===== src/rtl/pcap_fifo_to_axis.sv =====
// pcap_fifo_to_axis
// -----------------------------------------------------------------------------
// Per-queue packet framer. Reads records from one replay queue's
// first-word-fall-through FIFO and emits one AXI4-Stream packet per record.
// Each record is one header word followed by ceil(len/16) payload words.
// Records whose length is zero or above MAX_PKT_BYTES are dropped and counted.
//
// Optional feature macro: PCAP_REPLAY_DELAY_EN
//   defined     -> the header delay field is honoured by a GAP state and a
//                  32-bit gap counter before the payload is emitted.
//   not defined -> the delay field is ignored and HDR goes straight to PAYLOAD.
//
// Ports:
//   clk            single clock
//   rst            asynchronous active-high reset
//   sw_rst         synchronous soft reset, same effect as rst
//   enable         queue enable, sampled only in IDLE
//   fifo_dout      FWFT FIFO head word (bits [127:0] carry data)
//   fifo_empty     FIFO empty flag
//   fifo_rd_en     FIFO pop strobe (combinational)
//   m_axis_tdata   stream data, byte 0 at [7:0]
//   m_axis_tkeep   byte enables
//   m_axis_tuser   [15:0] length, [23:16] source port, [31:24] DST_PORT
//   m_axis_tvalid  stream valid
//   m_axis_tready  stream ready
//   m_axis_tlast   last beat of a packet
//   pkt_count      packets fully sent (wraps)
//   drop_count     records discarded (saturates)
// -----------------------------------------------------------------------------
module pcap_fifo_to_axis #(
  parameter int         FIFO_DATA_WIDTH      = 144,
  parameter int         C_M_AXIS_DATA_WIDTH  = 128,
  parameter int         C_M_AXIS_TUSER_WIDTH = 128,
  parameter int         MAX_PKT_BYTES        = 9600,
  parameter logic [7:0] DST_PORT             = 8'h01
) (
  input  logic                              clk,
  input  logic                              rst,
  input  logic                              sw_rst,
  input  logic                              enable,
  input  logic [FIFO_DATA_WIDTH-1:0]        fifo_dout,
  input  logic                              fifo_empty,
  output logic                              fifo_rd_en,
  output logic [C_M_AXIS_DATA_WIDTH-1:0]    m_axis_tdata,
  output logic [C_M_AXIS_DATA_WIDTH/8-1:0]  m_axis_tkeep,
  output logic [C_M_AXIS_TUSER_WIDTH-1:0]   m_axis_tuser,
  output logic                              m_axis_tvalid,
  input  logic                              m_axis_tready,
  output logic                              m_axis_tlast,
  output logic [31:0]                       pkt_count,
  output logic [15:0]                       drop_count
);

  localparam int          KEEP_W   = C_M_AXIS_DATA_WIDTH / 8;
  localparam logic [16:0] MAX_LEN  = 17'(MAX_PKT_BYTES);
  localparam logic [15:0] BEAT_B   = 16'd16;

  typedef enum logic [2:0] {
    ST_IDLE,
    ST_HDR,
    ST_GAP,
    ST_PAYLOAD,
    ST_DROP
  } state_t;

  state_t      state_reg, state_next;
  logic [15:0] len_reg, len_next;
  logic [7:0]  src_reg, src_next;
  logic [15:0] bytes_left_reg, bytes_left_next;
  logic [31:0] pkt_count_reg, pkt_count_next;
  logic [15:0] drop_count_reg, drop_count_next;
`ifdef PCAP_REPLAY_DELAY_EN
  logic [31:0] gap_cnt_reg, gap_cnt_next;
`endif

  // Header field views of the FIFO head.
  logic [15:0] hdr_len;
  logic [7:0]  hdr_src;
  assign hdr_len = fifo_dout[15:0];
  assign hdr_src = fifo_dout[55:48];
`ifdef PCAP_REPLAY_DELAY_EN
  logic [31:0] hdr_delay;
  assign hdr_delay = fifo_dout[47:16];
`endif

  // FIFO sideband bits above the data field carry nothing for this block.
  generate
    if (FIFO_DATA_WIDTH > C_M_AXIS_DATA_WIDTH) begin : g_fifo_hi
      logic unused_fifo_hi;
      assign unused_fifo_hi = ^fifo_dout[FIFO_DATA_WIDTH-1:C_M_AXIS_DATA_WIDTH];
    end
  endgenerate

  // The last beat is decided from bytes_left before any subtraction, so the
  // counter never underflows.
  logic last_beat;
  assign last_beat = (bytes_left_reg <= BEAT_B);

  // Last-beat byte mask: lane gi is valid when more than gi bytes remain.
  // With 16 or more bytes left every lane is set, giving 16'hFFFF.
  logic [KEEP_W-1:0] keep_last;
  genvar gi;
  generate
    for (gi = 0; gi < KEEP_W; gi++) begin : g_keep
      assign keep_last[gi] = (bytes_left_reg > 16'(gi));
    end
  endgenerate

  // Packet sideband, constant for the whole packet.
  logic [C_M_AXIS_TUSER_WIDTH-1:0] tuser_pkt;
  always_comb begin
    tuser_pkt        = '0;
    tuser_pkt[15:0]  = len_reg;
    tuser_pkt[23:16] = src_reg;
    tuser_pkt[31:24] = DST_PORT;
  end

  // ---------------------------------------------------------------------------
  // State and counter registers
  // ---------------------------------------------------------------------------
  always_ff @(posedge clk or posedge rst) begin
    if (rst) begin
      state_reg      <= ST_IDLE;
      len_reg        <= '0;
      src_reg        <= '0;
      bytes_left_reg <= '0;
      pkt_count_reg  <= '0;
      drop_count_reg <= '0;
`ifdef PCAP_REPLAY_DELAY_EN
      gap_cnt_reg    <= '0;
`endif
    end else if (sw_rst) begin
      state_reg      <= ST_IDLE;
      len_reg        <= '0;
      src_reg        <= '0;
      bytes_left_reg <= '0;
      pkt_count_reg  <= '0;
      drop_count_reg <= '0;
`ifdef PCAP_REPLAY_DELAY_EN
      gap_cnt_reg    <= '0;
`endif
    end else begin
      state_reg      <= state_next;
      len_reg        <= len_next;
      src_reg        <= src_next;
      bytes_left_reg <= bytes_left_next;
      pkt_count_reg  <= pkt_count_next;
      drop_count_reg <= drop_count_next;
`ifdef PCAP_REPLAY_DELAY_EN
      gap_cnt_reg    <= gap_cnt_next;
`endif
    end
  end

  // ---------------------------------------------------------------------------
  // Next-state and output logic
  // ---------------------------------------------------------------------------
  always_comb begin
    state_next      = state_reg;
    len_next        = len_reg;
    src_next        = src_reg;
    bytes_left_next = bytes_left_reg;
    pkt_count_next  = pkt_count_reg;
    drop_count_next = drop_count_reg;
`ifdef PCAP_REPLAY_DELAY_EN
    gap_cnt_next    = gap_cnt_reg;
`endif
    fifo_rd_en      = 1'b0;
    m_axis_tvalid   = 1'b0;
    m_axis_tdata    = '0;
    m_axis_tkeep    = '0;
    m_axis_tuser    = '0;
    m_axis_tlast    = 1'b0;

    case (state_reg)
      ST_IDLE: begin
        if (enable) begin
          state_next = ST_HDR;
        end
      end

      ST_HDR: begin
        if (!fifo_empty) begin
          fifo_rd_en      = 1'b1;
          len_next        = hdr_len;
          src_next        = hdr_src;
          bytes_left_next = hdr_len;
          if (hdr_len == 16'd0) begin
            // Empty record: nothing follows the header.
            if (drop_count_reg != 16'hFFFF) drop_count_next = drop_count_reg + 16'd1;
            state_next = ST_IDLE;
          end else if ({1'b0, hdr_len} > MAX_LEN) begin
            // Oversized record: its payload words still sit in the FIFO and
            // must be consumed silently.
            if (drop_count_reg != 16'hFFFF) drop_count_next = drop_count_reg + 16'd1;
            state_next = ST_DROP;
          end
`ifdef PCAP_REPLAY_DELAY_EN
          else if (hdr_delay != 32'd0) begin
            gap_cnt_next = hdr_delay;
            state_next   = ST_GAP;
          end
`endif
          else begin
            state_next = ST_PAYLOAD;
          end
        end
      end

`ifdef PCAP_REPLAY_DELAY_EN
      ST_GAP: begin
        // GAP lasts exactly 'delay' cycles: the counter is checked for 1
        // before decrementing.
        if (gap_cnt_reg <= 32'd1) begin
          state_next = ST_PAYLOAD;
        end else begin
          gap_cnt_next = gap_cnt_reg - 32'd1;
        end
      end
`endif

      ST_PAYLOAD: begin
        // The FWFT head is presented directly; it cannot change without a
        // pop, so stalled beats stay stable.
        m_axis_tvalid = !fifo_empty;
        m_axis_tdata  = fifo_dout[C_M_AXIS_DATA_WIDTH-1:0];
        m_axis_tuser  = tuser_pkt;
        m_axis_tlast  = last_beat;
        m_axis_tkeep  = last_beat ? keep_last : {KEEP_W{1'b1}};
        fifo_rd_en    = m_axis_tvalid && m_axis_tready;
        if (fifo_rd_en) begin
          if (last_beat) begin
            pkt_count_next = pkt_count_reg + 32'd1;
            state_next     = ST_IDLE;
          end else begin
            bytes_left_next = bytes_left_reg - BEAT_B;
          end
        end
      end

      ST_DROP: begin
        if (!fifo_empty) begin
          fifo_rd_en = 1'b1;
          if (last_beat) begin
            state_next = ST_IDLE;
          end else begin
            bytes_left_next = bytes_left_reg - BEAT_B;
          end
        end
      end

      default: begin
        state_next = ST_IDLE;
      end
    endcase
  end

  assign pkt_count  = pkt_count_reg;
  assign drop_count = drop_count_reg;

endmodule


===== config.mk =====
export PLATFORM = sky130hd
export DESIGN_NAME = pcap_fifo_to_axis
export DESIGN_NICKNAME = d
export VERILOG_FILES = /design/src/rtl/pcap_fifo_to_axis.sv
export SDC_FILE = /design/constraint.sdc
export NUM_CORES = 1
export LEC_CHECK = 0
export ABC_AREA = 0
export BUFFER_PORTS_ARGS = -buffer_cell sky130_fd_sc_hd__buf_2
export CORE_AREA = 2 2 183 185
export CTS_CLUSTER_SIZE = 8
export DETAILED_ROUTE_END_ITERATION = 10
export DIE_AREA = 0 0 185 187
export PLACE_DENSITY = 0.42
export SLEW_MARGIN = 5
export SYNTH_ARGS = -nofsm -noshare
export SYNTH_HDL_FRONTEND = slang
export SYNTH_SLANG_ARGS = --single-unit

===== constraint.sdc =====
create_clock -name clk -period 5.6 [get_ports clk]
set_clock_uncertainty 0.2 [all_clocks]
set_input_delay 0.28 -clock clk [delete_from_list [all_inputs] [get_ports clk]]
set_output_delay 0.28 -clock clk [all_outputs]
set_load 0.05 [all_outputs]

======== Word-level counts from Yosys, hierarchy flattened ========
Cells that the tools add are included.
word-level totals
  logic and storage cells ................. 90
  register bits ........................... 91
  output and inout port bits .............. 323
  input port bits ......................... 150
operators by class
  reduce and logical (&&, ||, !) cells .... 16
  multiplexer cells ....................... 38
  $add $sub $neg .......................... 3
  equal/unequal tests ..................... 9
  magnitude comparators ................... 18
operators by type and width
  kind                   number
  $mux 16                15
  $gt 16x4->1 const B    8
  $mux 128               1
  $mux 32                4
  $gt 16x3->1 const B    4
  $pmux 16 s3            1
  $add 32x1->32 const B  1
  $gt 16x1->1 const B    2
  $gt 16x2->1 const B    2
  $mux 25                1
  $mux 3                 8
  $mux 8                 3
  $add 16x1->16 const B  1
  $gt 16x14->1 const B   1
  $le 16x5->1 const B    1
  $logic_not 16->1       1
  $ne 16x16->1 const B   1
  $sub 16x5->16 const B  1
  $ne 3x3->1 const B     4
  $pmux 3 s4             1
  $reduce_and 4->1       2
  $reduce_bool 2->1      4
  $reduce_and 3->1       2
  $reduce_bool 4->1      1
  12 further kinds       14

======== Longest topological paths before layout ========
Gate-level depths: netlist (run 1).
  word-level depth ........................ 7
  mapped depth ............................ 9
  depth with buffers taken out ............ 8

======== Worst setup path before layout (run 1) ========
OpenSTA, ideal clock, no wires.
  path type ............................... reg2out
  from .................................... register bytes_left_reg[4]
  to ...................................... output m_axis_tkeep[10]
  path slack .............................. 2.495 ns
  required time ........................... 5.120 ns
  path buffers ............................ 0
  stages on the path, launching flop included .. 7
  arrival time ............................ 2.625 ns
  cells stage by stage .................... dfrtp_1 inv_1 ha_1 nor3b_1 a41oi_1 nor2_1 o21ai_0
on the way
  longest elaborated chain between the ends .. 3
  elaborated cells on any way between the ends .. 4
  classes of those cells .................. order compare: 2; mux: 2
ends and longest elaborated chain
  element                                     RTL line  source
  start, declared                             69        logic [15:0] bytes_left_reg, bytes_left_next;
  start signal, assigned                      146       bytes_left_reg <= bytes_left_next;
  $gt 16x4->1 or $le 16x5->1 (tied branches)  105, 97
  $mux 16 *                                   229       m_axis_tkeep = last_beat ? keep_last : {KEEP_W{1'b1}};
  $mux 16 *                                   175       case (state_reg)
  end, declared                               45        output logic [C_M_AXIS_DATA_WIDTH/8-1:0] m_axis_tkeep,
Every way passes the cells marked *; elsewhere a longest branch is shown, timed or not.

======== Worst setup path in the final report (run 1) ========
  from .................................... input fifo_dout[3]
  to ...................................... register drop_count_reg[12] (netlist: drop_count[12])
on the way
  longest elaborated chain between the ends .. 5
  elaborated cells on any way between the ends .. 8
  classes of those cells .................. order compare: 1; mux: 4; reduce/logical: 3
ends and longest elaborated chain
  element                                                               RTL line  source
  start, declared                                                       41        input logic [FIFO_DATA_WIDTH-1:0] fifo_dout,
  parallel branches: the longest is 5 deep, another holds $gt 16x14->1  --
  end signal, assigned                                                  148       drop_count_reg <= drop_count_next;
  end, declared                                                         71        logic [15:0] drop_count_reg, drop_count_next;
Parallel ways; which one is timed is not known. The select of a mux whose other input is x is not followed.
A chain may end at the register's enable or synchronous reset.

==> out/metrics.cfg, run 1 <==
[setup_path]
path_buf_inv=3
crit_chain=dlygate4sd3_1 > buf_2 > or4_1 > nor4_1 > o211ai_1 > buf_4 > o21ai_1 > nor3_1 > mux2_2
setup.worst_path.class=in -> reg
cp.required_ps=5650
reg2reg_depth=6
crit_family=simple AND/OR/NAND/NOR gates
slowest_delay_ps=880
crit_slowest_cell=o21ai_1
startpoint_type=input port
cp-end-kind=flip-flop
path_max_fanout=19
cp_num_cells=9
crit_arrival_ps=3740

[cells_and_area]
layout_common_cells=buf_2, and2_1, conb_1
largest_register_ff_count=32
stdcell_count=1600
nets=1300
final_common_cell=buf_2
drive_above_1_share_pct=33.97
fill_cells=3659
area_growth_pct=33.69

[floorplanning]
io_pins=473
chipWidth_um=185
fp.dieH_um=187
fp.dieArea_um2=34600
core_area_um2=32860
start_util_pct=20.48
rows=67

[detailed_routing]
via_per_inst=4.072
drt_iter0_drc=291
wl_met3_mm=1.242
top_layer=met4
routed-wl-met2_mm=11.23
wl_per_cell_um=14.49
drc=0
num_vias=6515
wl_met1_mm=10.47
ant_nets=0
route.final.wire_length_mm=23.19
first_pass_iters=4

[clocking]
cts_max_path_buffers=2
cts_setup_buffers=0
clock-sinks=91
clock_latency_ps=360
cts_inserted_buffers=9
htreeDepth=3
cts_tree=yes
cts-root-buf=clkbuf_16
postCtsHoldBufs=13
clk_pin_slew_ps=90
cts_resized=0

[sta]
whs_ps=20.42
max_slew_margin_pct=24.65
rsz0062_at_grt=no
fmax_mhz=271.1
worst_slack_ps=1911
finalSetupTns_ps=0
fin_crit_sh_pct=65.88
final_hold_viol_count=0
tightest_slew_ps=1123
finalSetupViolations=0
fin_crit_ps=3689
slew_violations=0

[pwr]
ir_drop_mv=0.1302
pwr-share-clk_pct=35.4
combPwrFrac_pct=26.6
pwr-share-seq_pct=38.0
p_sw_share_pct=39.38
finalPower_mw=1.838
power.leakage_nw=4.929
p_int_mw=1.114
power_density_nw_per_um2=204.3
switching_power_mw=0.7238

[global_routing]
antenna_found_initial=1
grtUsageTotal_pct=12.95
grt_pass1_vias=6159
overflow=0
grt_max_degree=159
grt_pass1_wl_mm=35.16

[placed_design]
gp_routability_congestion=0.7946
pre_cts_slack_ps=2050
dp_cells=1570
dp_hpwl_mm=17.22
port_buffers=353

[logic_synthesis]
ys_warn_count=0
synth_area_leaders=dfrtp_1, and2_1, buf_4
ys.flop_type=dfrtp_1
synth.top_cell.area_share_pct=33.84
synth_edf_count=0
ys_seq_area_share_pct=33.84
yosys.cell_types.count=56
ys_seq_elements=91
synth.avg_cell_area_um2=8.297
netlist_area_um2=6729
ys_async_sr_fraction_pct=100.0
netlist_instances=811
synth_area_leader_cell=dfrtp_1

[job]
cap_violations=0

[outcome]
status=finished, final reports clean

[worst_hold_path]
min_path_cells=2
hold_path_class=in -> reg

-- Yosys cell counts (2+ instances only) --
cell and n:
buf_4 103, o21ai_0 32, xor2_1 31, o31ai_1 7, inv_1 9, nand2b_1 12, nand4_1 11, nand2_1 42
or3_1 8, o211ai_1 4, a41oi_1 3, and2_1 155, ha_1 4, a21oi_1 32, and4_1 7, nor4_1 6
mux2i_1 5, or4_1 6, and3_1 18, o32ai_1 2, nor3b_1 5, dfrtp_1 91, or2_2 3, a211oi_1 2
nor3_1 12, nor2b_1 8, mux2_2 3, a31oi_1 3, buf_2 6, a22o_1 23, nand3_1 23, xnor2_1 2
o21a_1 4, clkbuf_1 40, nor2_1 65, nor4_4 2, nand4b_1 3
-- area by class of cell --
class	count	area, um2	share of cell area (%)
inverters	9	37.54	0.4172
clock inverters	7	81.33	0.9040
clock buffers	9	225.2	2.503
well taps	448	560.5	6.231
flip-flops and latches	91	2277	25.31
repair buffers	373	1962	21.81
diodes	1	2.502	0.02782
multi-input cells	662	3850	42.80
-- metrics by stage --
stage                     instance area (um2)  util, %
after floorplan                          7112        -
after global placement                   8557    26.04
after detailed placement                 8557    26.04
after CTS                                8994    27.37
after global routing                     8996    27.38
final                                    8996    27.38
-- routing by layer --
metal  GRT usage [%]  up-vias
li1                -     3201
met1           17.13     3043
met2           22.13      260
met3           1.928       11
met4           2.961        0
met5               0        -
-- path summary, 6_finish.rpt --
| path | from | endpoint | slack [ps] |
|---|---|---|---|
| worst min register to register | len_reg[8]$_DFFE_PP0P_ | len_reg[8]$_DFFE_PP0P_ | 280 |
| worst min-delay path | fifo_dout[6] | len_reg[6]$_DFFE_PP0P_ | 20 |
| min in group asynchronous | rst | bytes_left_reg[2]$_DFFE_PP0P_ | 360 |
| worst max-delay path | fifo_dout[3] | drop_count[12]$_DFFE_PP0P_ | 1910 |
| worst max register to register | bytes_left_reg[9]$_DFFE_PP0P_ | bytes_left_reg[6]$_DFFE_PP0P_ | 2160 |
| max in group asynchronous | rst | pkt_count[3]$_DFFE_PP0P_ | 3710 |
-- cells by family (layout without fill, tap and decap cells) --
logic type / after synthesis / after routing / share of synthesized area (%)
AO/OA/AOI/OAI: 121 / 121 / 11.73
flip-flops: 91 / 91 / 33.84
adder cells (fa/ha/maj): 4 / 4 / 0.7438
AND/OR/NAND/NOR: 393 / 393 / 33.19
other: 1 / 104 / 0.05573
XOR/XNOR: 33 / 33 / 4.295
buffers and inverters: 160 / 398 / 14.89
multiplexers: 8 / 8 / 1.246
-- power by group through the flow --
| stage | sequential, mW | combinational, mW | clock [mW] |
|---|---|---|---|
| after floorplan | 0.711 | 0.408 | 0 |
| after global placement | 0.711 | 0.486 | 0 |
| after detailed placement | 0.712 | 0.487 | 0 |
| after CTS | 0.698 | 0.496 | 0.686 |
| after global routing | 0.702 | 0.533 | 0.708 |
| final | 0.698 | 0.489 | 0.650 |
-- worst register-to-register path: stages (launching register included) --
cell and delay (ps):
dfrtp_1 420, or3_1 490, nor4b_1 630, nand2_1 370, a22oi_1 860, o21ai_0 230
a21oi_1 180
No activity file was read; power rests on OpenSTA's default activity.
==> run 2, diff against run 1 <==
Settings changed: CORE_AREA 2 2 183 185 to 2 2 182 184, DIE_AREA 0 0 185 187 to 0 0 184 186, PLACE_DENSITY 0.42 to 0.44.
Clock period 5.6 ns to 3.3 ns, I/O delays scaled along.
==> run 2 against run 1 <==
Core utilization increased by 1.3 points; final cell count decreased by 0.81%; critical endpoint is now m_axis_tkeep[4]; sequential share of layout area decreased by 0.62 points; largest power group is now clock.
==> out/metrics.cfg, run 2 (synthesis results as in run 1) <==
[sta]
fin_crit_ps=3153
fmax_mhz=317.2
worst_slack_ps=147.5  ; was 1911 ps
rsz0062_at_grt=no  ; unchanged
max_slew_margin_pct=38.76  ; was 24.65%
fin_crit_sh_pct=95.53
finalSetupViolations=0  ; unchanged
finalSetupTns_ps=0  ; unchanged
final_hold_viol_count=0  ; unchanged
tightest_slew_ps=918.5  ; was 1123 ps
slew_violations=0  ; unchanged

[setup_path]
crit_arrival_ps=2790  ; was 3740 ps
crit_slowest_cell=dfrtp_1  ; was o21ai_1
crit_chain=or3_1 > buf_4 > or3_1 > nor4_2 > buf_4 > nand4bb_1 > a22o_1 > buf_2  ; was dlygate4sd3_1 > buf_2 > or4_1 > nor4_1 > o211ai_1 > buf_4 > o21ai_1 > nor3_1 > mux2_2
path_max_fanout=7  ; was 19
startpoint_type=flip-flop  ; was input port
slowest_delay_ps=420  ; was 880 ps
setup.worst_path.class=reg -> out  ; was in -> reg
crit_family=simple AND/OR/NAND/NOR gates  ; unchanged
cp.required_ps=2930  ; was 5650 ps
cp-end-kind=output pin  ; was flip-flop
path_buf_inv=3  ; unchanged

[global_routing]
grtUsageTotal_pct=13.24  ; was 12.95%
antenna_found_initial=0  ; was 1
grt_pass1_wl_mm=35.27  ; was 35.16 mm
grt_max_degree=114  ; was 159
overflow=0  ; unchanged
grt_pass1_vias=6042  ; was 6159

[detailed_routing]
first_pass_iters=4  ; unchanged
num_vias=6636  ; was 6515
via_per_inst=4.181  ; was 4.072
drc=0  ; unchanged
route.final.wire_length_mm=23.54  ; was 23.19 mm
drt_iter0_drc=319  ; was 291
wl_per_cell_um=14.83  ; was 14.49 um
ant_nets=0  ; unchanged

[cells_and_area]
largest_register_ff_count=32  ; unchanged
fill_cells=3516  ; was 3659
area_growth_pct=37.08  ; was 33.69%
nets=1328  ; was 1300
finalInstanceArea_um2=9224  ; was 8996 um2
n_antenna_cell=0  ; was 1
drive_above_1_share_pct=34.78  ; was 33.97%
final_common_cell=buf_2  ; unchanged
layout_common_cells=buf_2, and2_1, conb_1  ; unchanged

[clocking]
cts-root-buf=clkbuf_16  ; unchanged
clk_pin_slew_ps=80  ; was 90 ps
cts_tree=yes  ; unchanged
cts_max_path_buffers=2  ; unchanged
htreeDepth=3  ; unchanged
clock_latency_ps=350  ; was 360 ps
clock-sinks=91  ; unchanged
cts_inserted_buffers=9  ; unchanged

[floorplanning]
start_util_pct=20.89  ; was 20.48%
io_pins=473  ; unchanged
fp.dieH_um=186  ; was 187 um
fp.dieArea_um2=34220  ; was 34600 um2
core_area_um2=32210  ; was 32860 um2
rows=66  ; was 67
chipWidth_um=184  ; was 185 um

[placed_design]
dp_hpwl_mm=17.59  ; was 17.22 mm
dpl_cell_area_um2=8627  ; was 8557 um2
gp_routability_congestion=0.7986  ; was 0.7946
pre_cts_slack_ps=421.5  ; was 2050 ps
port_buffers=353  ; unchanged

[pwr]
power.leakage_nw=5.070  ; was 4.929 nW
power_density_nw_per_um2=355.6  ; was 204.3 nW/um2
ir_drop_mv=0.2576  ; was 0.1302 mV

[worst_hold_path]
hold_path_class=in -> reg  ; unchanged

[outcome]
status=finished, final reports clean  ; unchanged

[job]
cap_violations=0  ; unchanged

==> run 2: worst paths after layout <==
| check | startpoint | end | slack [ps] | cells after the start |
|---|---|---|---|---|
| worst min-delay path | enable | state_reg[0]$_DFFE_PP0P_ | 200 | 5 |
| worst max-delay path | bytes_left_reg[9]$_DFFE_PP0P_ | m_axis_tkeep[4] | 150 | 8 |
| worst min register to register | len_reg[4]$_DFFE_PP0P_ | len_reg[4]$_DFFE_PP0P_ | 270 | 2 |
| min in group asynchronous | rst | bytes_left_reg[14]$_DFFE_PP0P_ | 390 | 3 |
| max in group asynchronous | rst | src_reg[5]$_DFFE_PP0P_ | 1750 | 4 |
| worst max register to register | bytes_left_reg[4]$_DFFE_PP0P_ | pkt_count[31]$_DFFE_PP0P_ | 470 | 9 |
==> run 2: cell type report <==
| type | count | area [um2] | share of cell area (%) |
|---|---|---|---|
| multi-input combinational | 662 | 3864 | 41.89 |
| inverter | 9 | 37.54 | 0.4069 |
| clock buffer | 10 | 239.0 | 2.591 |
| clock inverter | 6 | 93.84 | 1.017 |
| sequential | 91 | 2277 | 24.69 |
| timing repair buffer | 401 | 2202 | 23.87 |
| tap | 408 | 510.5 | 5.534 |
==> run 2: routing by layer <==
layer	routed length (um)	GRT usage, %
met1	11180	18.50
met2	10990	21.69
met3	1221	1.917
met4	137	2.688
met5	0	0
==> run 2: timing repair <==
item / 4_1_cts / 5_1_grt
hold endpoints to repair: 94 / 0
gates resized for setup: 0 / 3
hold buffers: 25 / 0
setup buffers: 0 / 0
endpoints found under the setup margin: 0 / 7
==> run 2: metrics by stage <==
| step | power (mW) | utilization [%] | std cells | hold slack, ps |
|---|---|---|---|---|
| detailed placement | 2.071 | 26.79 | 1546 | 204.3 |
| finish | 3.280 | 28.64 | 1587 | 198.1 |
| global placement | 2.068 | 26.79 | 1546 | 198.7 |
| CTS | 3.338 | 28.60 | 1587 | 180.7 |
| floorplan | 1.900 | - | 913 | 97.73 |
| global route | 3.463 | 28.64 | 1587 | 244.9 |
==> run 2: worst reg2reg max path, cell delays in order, from the launching register on <==
cell	delay [ps]
dfrtp_1	430
inv_1	120
ha_1	240
nor3b_1	330
a41oi_1	220
nor4_4	380
buf_4	270
nand2_2	90
or3_1	320
a21oi_1	150
==> run 2: power by group <==
| group | switching [mW] | total (mW) | internal (mW) | leakage [nW] |
|---|---|---|---|---|
| combinational | 0.652 | 0.892 | 0.240 | 3.66 |
| sequential | 0.0346 | 1.19 | 1.15 | 1.26 |
| clock | 0.509 | 1.20 | 0.693 | 0.160 |
| total | 1.19 | 3.28 | 2.09 | 5.07 |
